$ cat config.mk
export PLATFORM = sky130hd
export DESIGN_NAME = ram_arbiter
export DESIGN_NICKNAME = d
export VERILOG_FILES = /design/src/rtl/ram_arbiter.sv
export SDC_FILE = /design/constraint.sdc
export NUM_CORES = 1
export LEC_CHECK = 0
export CORE_MARGIN = 5
export CORE_UTILIZATION = 41
export CTS_CLUSTER_DIAMETER = 80
export CTS_CLUSTER_SIZE = 8
export DETAILED_ROUTE_END_ITERATION = 16
export PLACE_DENSITY_LB_ADDON = 0.1
export SYNTH_ARGS = -nofsm -noshare
export SYNTH_HDL_FRONTEND = slang
export SYNTH_SLANG_ARGS = --single-unit
$ cat constraint.sdc
create_clock -name clk -period 1.92 [get_ports clk]
set_input_delay 0.288 -clock clk [delete_from_list [all_inputs] [get_ports clk]]
set_output_delay 0.288 -clock clk [all_outputs]
set_load 0.1 [all_outputs]
$ cat src/rtl/ram_arbiter.sv
// Two-port round-robin arbiter in front of a single-port RAM.
// Each accepted request runs IDLE -> ACCESS -> RESP, or IDLE -> RESP when the address is out of range.
module ram_arbiter #(
    parameter int ADDR_W = 32,
    parameter int DATA_W = 32,
    parameter int DEPTH  = 32
) (
    input  logic              clk,
    input  logic              rst_n,

    input  logic              p0_valid,
    input  logic              p0_write,
    input  logic [ADDR_W-1:0] p0_addr,
    input  logic [DATA_W-1:0] p0_wdata,
    output logic              p0_ready,
    output logic              p0_rsp_valid,
    output logic [DATA_W-1:0] p0_rsp_rdata,
    output logic              p0_rsp_err,

    input  logic              p1_valid,
    input  logic              p1_write,
    input  logic [ADDR_W-1:0] p1_addr,
    input  logic [DATA_W-1:0] p1_wdata,
    output logic              p1_ready,
    output logic              p1_rsp_valid,
    output logic [DATA_W-1:0] p1_rsp_rdata,
    output logic              p1_rsp_err,

    output logic              read_ram,
    output logic              write_ram,
    output logic [ADDR_W-1:0] ram_addr,
    output logic [DATA_W-1:0] ram_write_data,
    input  logic [DATA_W-1:0] ram_out
);

    typedef enum logic [1:0] {IDLE, ACCESS, RESP} state_t;

    state_t              state_q, state_d;
    logic                last_q, last_d;
    logic                port_q, port_d;
    logic                write_q, write_d;
    logic [ADDR_W-1:0]   addr_q, addr_d;
    logic [DATA_W-1:0]   wdata_q, wdata_d;
    logic                read_ram_q, read_ram_d;
    logic                write_ram_q, write_ram_d;
    logic                p0_rsp_valid_q, p0_rsp_valid_d;
    logic                p1_rsp_valid_q, p1_rsp_valid_d;
    logic [DATA_W-1:0]   p0_rsp_rdata_q, p0_rsp_rdata_d;
    logic [DATA_W-1:0]   p1_rsp_rdata_q, p1_rsp_rdata_d;
    logic                p0_rsp_err_q, p0_rsp_err_d;
    logic                p1_rsp_err_q, p1_rsp_err_d;
    logic [DATA_W-1:0]   rd_latch_q, rd_latch_d;

    logic                idle;
    logic                grant_port;
    logic                accept;
    logic                sel_write;
    logic [ADDR_W-1:0]   sel_addr;
    logic [DATA_W-1:0]   sel_wdata;
    logic                in_range;

    // On a tie the port that did not win last time is granted.
    assign idle       = (state_q == IDLE);
    assign grant_port = (p0_valid && p1_valid) ? ~last_q : (p1_valid && !p0_valid);
    assign p0_ready   = rst_n && idle && (p0_valid || p1_valid) && !grant_port;
    assign p1_ready   = rst_n && idle && grant_port;
    assign accept     = p0_ready || p1_ready;

    assign sel_write  = grant_port ? p1_write : p0_write;
    assign sel_addr   = grant_port ? p1_addr  : p0_addr;
    assign sel_wdata  = grant_port ? p1_wdata : p0_wdata;
    // The full address width takes part in the range check.
    assign in_range   = (sel_addr < ADDR_W'(DEPTH));

    always_comb begin
        state_d        = state_q;
        last_d         = last_q;
        port_d         = port_q;
        write_d        = write_q;
        addr_d         = addr_q;
        wdata_d        = wdata_q;
        read_ram_d     = 1'b0;
        write_ram_d    = 1'b0;
        p0_rsp_valid_d = 1'b0;
        p1_rsp_valid_d = 1'b0;
        p0_rsp_rdata_d = '0;
        p1_rsp_rdata_d = '0;
        p0_rsp_err_d   = 1'b0;
        p1_rsp_err_d   = 1'b0;

        case (state_q)
            IDLE: begin
                if (accept) begin
                    last_d  = grant_port;
                    port_d  = grant_port;
                    write_d = sel_write;
                    addr_d  = sel_addr;
                    wdata_d = sel_wdata;
                    if (in_range) begin
                        state_d     = ACCESS;
                        read_ram_d  = !sel_write;
                        write_ram_d = sel_write;
                    end else begin
                        state_d        = RESP;
                        p0_rsp_valid_d = !grant_port;
                        p1_rsp_valid_d = grant_port;
                        p0_rsp_err_d   = !grant_port;
                        p1_rsp_err_d   = grant_port;
                    end
                end
            end
            ACCESS: begin
                // The read latch was loaded on the falling edge inside this cycle.
                state_d        = RESP;
                p0_rsp_valid_d = !port_q;
                p1_rsp_valid_d = port_q;
                p0_rsp_rdata_d = (!port_q && !write_q) ? rd_latch_q : '0;
                p1_rsp_rdata_d = ( port_q && !write_q) ? rd_latch_q : '0;
            end
            RESP: begin
                state_d = IDLE;
            end
            default: begin
                state_d = IDLE;
            end
        endcase
    end

    always_ff @(posedge clk or negedge rst_n) begin
        if (!rst_n) begin
            state_q        <= IDLE;
            last_q         <= 1'b1;
            port_q         <= 1'b0;
            write_q        <= 1'b0;
            addr_q         <= '0;
            wdata_q        <= '0;
            read_ram_q     <= 1'b0;
            write_ram_q    <= 1'b0;
            p0_rsp_valid_q <= 1'b0;
            p1_rsp_valid_q <= 1'b0;
            p0_rsp_rdata_q <= '0;
            p1_rsp_rdata_q <= '0;
            p0_rsp_err_q   <= 1'b0;
            p1_rsp_err_q   <= 1'b0;
        end else begin
            state_q        <= state_d;
            last_q         <= last_d;
            port_q         <= port_d;
            write_q        <= write_d;
            addr_q         <= addr_d;
            wdata_q        <= wdata_d;
            read_ram_q     <= read_ram_d;
            write_ram_q    <= write_ram_d;
            p0_rsp_valid_q <= p0_rsp_valid_d;
            p1_rsp_valid_q <= p1_rsp_valid_d;
            p0_rsp_rdata_q <= p0_rsp_rdata_d;
            p1_rsp_rdata_q <= p1_rsp_rdata_d;
            p0_rsp_err_q   <= p0_rsp_err_d;
            p1_rsp_err_q   <= p1_rsp_err_d;
        end
    end

    // RAM read data is only valid while clk is high, so capture it on the falling edge.
    always_comb begin
        rd_latch_d = rd_latch_q;
        if (read_ram_q) begin
            rd_latch_d = ram_out;
        end
    end

    always_ff @(negedge clk or negedge rst_n) begin
        if (!rst_n) begin
            rd_latch_q <= '0;
        end else begin
            rd_latch_q <= rd_latch_d;
        end
    end

    assign read_ram       = read_ram_q;
    assign write_ram      = write_ram_q;
    assign ram_addr       = addr_q;
    assign ram_write_data = wdata_q;
    assign p0_rsp_valid   = p0_rsp_valid_q;
    assign p1_rsp_valid   = p1_rsp_valid_q;
    assign p0_rsp_rdata   = p0_rsp_rdata_q;
    assign p1_rsp_rdata   = p1_rsp_rdata_q;
    assign p0_rsp_err     = p0_rsp_err_q;
    assign p1_rsp_err     = p1_rsp_err_q;

endmodule

==> Word-level counts from Yosys, hierarchy flattened <==
Index checks and enable logic that the tools add are counted.
{ "word_totals": {"inputBits": 166, "wordCells": 61, "out_inout_bits": 136, "ff_bits": 171} }
{ "classes": {"mux": 25, "n_bitwise": 1, "magnitude_cmp": 1, "reduce_logical": 17, "eq_ne": 2} }
{ "ops": {"columns": ["op", "n"], "rows": [
  ["2-to-1 mux 32 bit", 6],
  ["less-than comparator 32 x 6 -> 1 bit, second input constant", 1],
  ["2-to-1 mux 1 bit", 14],
  ["logical AND 1 bit", 8],
  ["logical NOT 1 bit", 5],
  ["2-to-1 mux 2 bit", 2],
  ["one-hot mux 1 bit (2 select lines)", 2],
  ["one-hot mux 2 bit (2 select lines)", 1],
  ["== test 2 x 1 -> 1 bit, second input constant", 1],
  ["logical NOT 2 bit", 1],
  ["logical OR 1 bit", 2],
  ["!= test 2 x 1 -> 1 bit, second input constant", 1],
  ["AND reduction 2 bit", 1],
  ["NOT 1 bit", 1]
]} }

==> Logic depth before layout (Yosys ltp) <==
Gate-level depths: netlist (run 1).
{ "logic_depth": {"word_depth": 8, "depth_mapped": 6, "mapped_depth_nobuf": 4} }

==> results of run 1 <==
## cells by family after synthesis
group / after synthesis / share of synthesized area (%)
flip-flops: 171 / 65.0
multiplexers: 61 / 9.89
buffers and inverters: 35 / 2.22
AO/OA/AOI/OAI: 76 / 7.68
AND/OR/NAND/NOR: 194 / 15.2
## worst min-delay path by stage
stage | endpoint | cells after the start
after global placement | p0_rsp_rdata[12]$_DFF_PN0_ | 2
after CTS | ram_write_data[24]$_DFFE_PN0P_ | 3
after detailed placement | p0_rsp_rdata[12]$_DFF_PN0_ | 2
final | ram_addr[4]$_DFFE_PN0P_ | 3
after global routing | ram_addr[1]$_DFFE_PN0P_ | 3
after floorplan | p0_rsp_err$_DFF_PN0_ | 0
## power by group
| group | total, uW | internal (uW) | switching (uW) | leakage, uW |
|---|---|---|---|---|
| clock network | 3330 | 1840 | 1490 | 0.000272 |
| logic | 3540 | 923 | 2620 | 0.00263 |
| registers | 4050 | 3890 | 167 | 0.00227 |
## state kept, by name, summed over array words and instances, names as in the netlist
name and cells:
last_q 1, p0_rsp_err 1, p0_rsp_rdata 32, p0_rsp_valid 1, p1_rsp_err 1, p1_rsp_rdata 32, p1_rsp_valid 1, port_q 1
ram_addr 32, ram_write_data 32, rd_latch_q 32, read_ram 1, state_q 2, write_q 1, write_ram 1
## cells in the final DEF, fill, tap and decap left out, drive strengths merged, types with 12 or more instances in the layout
cell type        n
buf            184
a22oi           36
dfrtn           32
and2            66
nand2          102
clkdlybuf4s50  164
clkbuf          18
nor4            12
mux2i           29
dfrtp          138
mux2            32
o21ai           30
## critical path, stage by stage (launching register included)
cell	delay [ps]
dfrtp_4	520
buf_12	180
mux2_4	300
## layout make-up
cell class / count / share of cell area (%)
Antenna cell: 1 / 0.0236
Multi-Input combinational cell: 331 / 21.8
Timing Repair Buffer: 349 / 29.7
Clock buffer: 18 / 4.04
Inverter: 2 / 0.0707
Clock inverter: 14 / 1.47
Tap cell: 216 / 2.55
Sequential cell: 171 / 40.4
## timing repair
action	4_1_cts	5_1_grt
hold endpoints to repair	62	0
resized for setup	3	1
hold buffers	1	0
gates cloned	0	0
setup endpoints to repair	34	34
pin swaps	1	0
buffers inserted	5	4
## per-layer routing
layer  vias to the layer above  wire length (um)
met4                         2               644
met1                      2530              7230
met3                        38              1550
li1                       2500                 -
met5                         -                13
met2                       206              9860
## metrics by stage
step | hold WS (ps) | setup TNS [ps] | std cells
detailed placement | 281 | -8330 | 1059
finish | 399 | -6510 | 1102
floorplan | -7.59 | -14640 | 537
CTS | 382 | -6870 | 1097
global placement | 273 | -7880 | 1059
global route | 397 | -7450 | 1101
==> flow_summary.ini, run 1 <==
[pwr]
leakage_uw = 0.00517
fin_total_pwr_uw = 10900
powerDensity_nw_per_um2 = 1030
vdd_drop_max_v = 0.000829

[setup_path]
path_max_fanout = 13
crit_end = rd_latch_q[2]$_DFFE_NN0P_
critical_path_class = reg -> reg
worst_setup_path_end_kind = flop
timing.rr.start = read_ram$_DFF_PN0_
worst_r2r_endpoint = rd_latch_q[2]$_DFFE_NN0P_
worstPathRequired_ps = 1190
regToRegSetupSlack_ps = -220
startpoint = read_ram$_DFF_PN0_
worstSetupStartpointType = flop
r2r_cells = 2
arrival_ps = 1410

[timing]
rsz0062_at_grt = yes
setup_viol = 33
worstMarginPinSlew_ps = 687
fin_ws_ps = -220
maxSlewViolCount = 0
finalHoldViolations = 0
clock_skew_ps = 26.8
relSlewSlack_pct = 54.2

[synthesis]
synth_fp_nets = 703
ys_ff_latch = 171
synth_ff_type = dfrtp_1
yosysWarnings = 0
synth_edf_count = 0
seq_area_frac_synth_pct = 65.0
syn-cell-area_sq_um = 6580
yosysMostFrequentCell = dfrtp_1
synth_top_area_share_pct = 52.5
async_flop_share_pct = 100
synth.top_cells.by_area = dfrtp_1, dfrtn_1, and2_1
synth_cell_types = 37
synthCells = 537
syn-mean-instance-area_sq_um = 12.3
synth_common_cells = dfrtp_1, nand2_1, and2_1
synth_area_leader_cell = dfrtp_1

[clocking]
htree_num_levels = 4
cts_made_buffers = 17
clk_pin_slew_ps = 60
cts_root_buf = clkbuf_16
clk_latency_ps = 410
clock-sinks = 171
cts_tree = done
clockBufferDepth = 2

[floorplanning]
fp-row-count = 46
die_h_um = 137
coreArea_sq_um = 15800
io_pins = 302
die_x_um = 137
start_util_pct = 41.6
dieArea_sq_um = 18700

[layout]
final_util_pct = 67.1
nets = 1038
nFillCells = 1236
multi_input_area_sq_um = 2310
drive_gt1_share_pct = 29.9
syn_to_final_growth_pct = 61.3
fin_area_sq_um = 10600
ff_latch_area_sq_um = 4280

[run]
maxCapViolCount = 0

[routing]
drt_iter0_drc = 259
ant_nets = 0
drt-total-wl_mm = 19.3
vias_per_cell = 4.79
route.detailed.drc = 0
vias = 5276
dr.pass1.iters = 4
wl_per_cell_um = 17.5

[place]
placed_area_sq_um = 9930
io_buffers = 301
hpwl_mm = 14.6
pre_cts_ws_ps = -363
gp_congestion = 0.834

[status]
violations = setup timing
status = finished, violations left

[grt]
met3_usage_pct = 6.54
first_global_vias = 5668
grt_max_degree = 81
gr-total-overflow = 0
grt_busiest_layer = met2
grt_usage_pct = 20.4
grt_pass1_wl_mm = 29.4
grtUsageMet1_pct = 23.3
grt_util_met2_pct = 35.5
antenna_found_initial = 1

[hold_path]
worstHoldStart = p0_addr[4]
hold_path_class = in -> reg
Power figures use the tool's default switching activity.
==> run 2, diff against run 1 <==
--- a/config.mk
+++ b/config.mk
@@ -5,7 +5,7 @@
 export SDC_FILE = /design/constraint.sdc
 export NUM_CORES = 1
 export LEC_CHECK = 0
-export CORE_MARGIN = 5
+export CORE_MARGIN = 1.5
 export CORE_UTILIZATION = 41
 export CTS_CLUSTER_DIAMETER = 80
 export CTS_CLUSTER_SIZE = 8
==> constraint.sdc (replaced) <==
create_clock -name clk -period 2.1 [get_ports clk]
set_input_delay 0.315 -clock clk [delete_from_list [all_inputs] [get_ports clk]]
set_output_delay 0.315 -clock clk [all_outputs]
set_load 0.1 [all_outputs]
==> flow_summary.ini, run 2 (same netlist as run 1, synthesis figures left out) <==
[routing]
route.detailed.drc = 0
vias = 5271
vias_per_cell = 4.87
ant_nets = 0
drt_iter0_drc = 203
drt-total-wl_mm = 18.2
wl_per_cell_um = 16.8
dr.pass1.iters = 4

[timing]
maxSlewViolCount = 0
finalHoldViolations = 0
rsz0062_at_grt = yes
worstMarginPinSlew_ps = 716
clock_skew_ps = 33.0
relSlewSlack_pct = 52.3
fin_ws_ps = -132
setup_viol = 32

[pwr]
p_clk_share_pct = 30.9
power_frac_comb_pct = 31.9
leakage_uw = 0.00510
vdd_drop_max_v = 0.000636
switchingPower_uw = 3880
p_int_uw = 6110
p_sw_share_pct = 38.8
pwr-share-seq_pct = 37.2
fin_total_pwr_uw = 9990
powerDensity_nw_per_um2 = 955

[grt]
grt_usage_pct = 22.0
first_global_vias = 5407
grt_max_degree = 88
gr-total-overflow = 0
antenna_found_initial = 0
grt_pass1_wl_mm = 27.9

[clocking]
clk_latency_ps = 430
clockBufferDepth = 2
cts_tree = done
clock-sinks = 171
cts_made_buffers = 17
htree_num_levels = 4
cts_root_buf = clkbuf_16
clk_pin_slew_ps = 70

[floorplanning]
die_x_um = 130
start_util_pct = 41.7
io_pins = 302
dieArea_sq_um = 16800
die_h_um = 130
fp-row-count = 46
coreArea_sq_um = 15800

[run]
maxCapViolCount = 0

[setup_path]
arrival_ps = 1430
path_cells = buf_12 -> mux2_4
slowest_stage = dfrtp_4
critical_path_class = reg -> reg
worstSetupStartpointType = flop
worstPathRequired_ps = 1300
max_stage_delay_ps = 510
path_max_fanout = 16
worst_setup_path_end_kind = flop

[place]
io_buffers = 301
pre_cts_ws_ps = -229
gp_congestion = 0.882
hpwl_mm = 13.5
dp_cells = 1049

[status]
status = finished, violations left
violations = setup timing

[hold_path]
hold_path_class = in -> reg

[layout]
final_common_cell = clkdlybuf4s50_1
fin_cells = 1083
syn_to_final_growth_pct = 58.9
diodes = 0
nets = 1020
multi_input_area_sq_um = 2310
nFillCells = 1228
drive_gt1_share_pct = 28.3
ff_latch_area_sq_um = 4280
layout_common_cells = clkdlybuf4s50_1, buf_4, dfrtp_1
run 2: cell count changes in the layout (fill, tap and decap cells not counted), sizes merged:
cell / before / now
buf: 184 / 166
clkbuf: 18 / 20
clkinv: 3 / 2
clkinvlp: 4 / 1
diode: 1 / 0
inv: 8 / 10
run 2: metal layers:
layer	wire length (um)	share of wire, %	GRT usage, %	up-vias
li1	-	-	-	2469
met2	9120	50	36.9	214
met5	0	0	0	-
met4	630	3.5	11.6	0
met3	1320	7.2	6.52	43
met1	7160	39	25.8	2545
run 2: what timing repair did:
action | CTS | global route
cloned | 0 | 0
resized for setup | 3 | 0
buffers inserted | 1 | 0
setup endpoints to repair | 34 | 32
hold endpoints to repair | 64 | 0
hold buffers | 1 | 0
run 2: final timing paths:
path | from | end | slack (ps) | depth (start not counted)
max | read_ram$_DFF_PN0_ | rd_latch_q[27]$_DFFE_NN0P_ | -130 | 2
min | p0_wdata[12] | ram_write_data[12]$_DFFE_PN0P_ | 410 | 3
max reg2reg | read_ram$_DFF_PN0_ | rd_latch_q[27]$_DFFE_NN0P_ | -130 | 2
min reg2reg | rd_latch_q[31]$_DFFE_NN0P_ | rd_latch_q[31]$_DFFE_NN0P_ | 470 | 1
max in group asynchronous | rst_n | rd_latch_q[29]$_DFFE_NN0P_ | 120 | 3
min in group asynchronous | rst_n | p1_rsp_rdata[23]$_DFF_PN0_ | 550 | 3
run 2: through the flow:
stage | utilization (%) | setup TNS, ps | hold slack, ps | area [sq um]
6_report | 66.3 | -3470 | 412 | 10500
5_1_grt | 66.3 | -4170 | 414 | 10500
4_1_cts | 66.3 | -3810 | 390 | 10500
3_5_place_dp | 62.4 | -3900 | 287 | 9840
3_3_place_gp | 62.4 | -3650 | 282 | 9840
2_1_floorplan | - | -11760 | 19.4 | 6740
run 2: power groups by stage:
stage / registers [uW] / clock network (uW) / logic [uW]
final: 3720 / 3080 / 3190
after global routing: 3750 / 3280 / 3310
after CTS: 3720 / 3160 / 3210
after detailed placement: 3770 / 0 / 3200
after floorplan: 5540 / 0 / 394
after global placement: 3760 / 0 / 3170
run 2: cell type report:
type                            count  share of cell area [%]
Clock buffer                       20                    4.38
Clock inverter                     12                    1.18
Inverter                            2                  0.0718
Multi-Input combinational cell    331                    22.1
Sequential cell                   171                    41.0
Tap cell                          216                    2.58
Timing Repair Buffer              331                    28.7
run 2: worst max-delay path, delay by kind of cell (launching register included):
kind / cells / cell delay (ps)
buffers and inverters: 1 / 180
DFF: 1 / 510
muxes: 1 / 300
==> run 3, diff against run 2 <==
--- a/config.mk
+++ b/config.mk
@@ -5,6 +5,7 @@
 export SDC_FILE = /design/constraint.sdc
 export NUM_CORES = 1
 export LEC_CHECK = 0
+export CAP_MARGIN = 20
 export CORE_MARGIN = 1.5
 export CORE_UTILIZATION = 41
 export CTS_CLUSTER_DIAMETER = 80
==> results of run 3 <==
Final layout, timing and power as in run 2 (identical DEF).
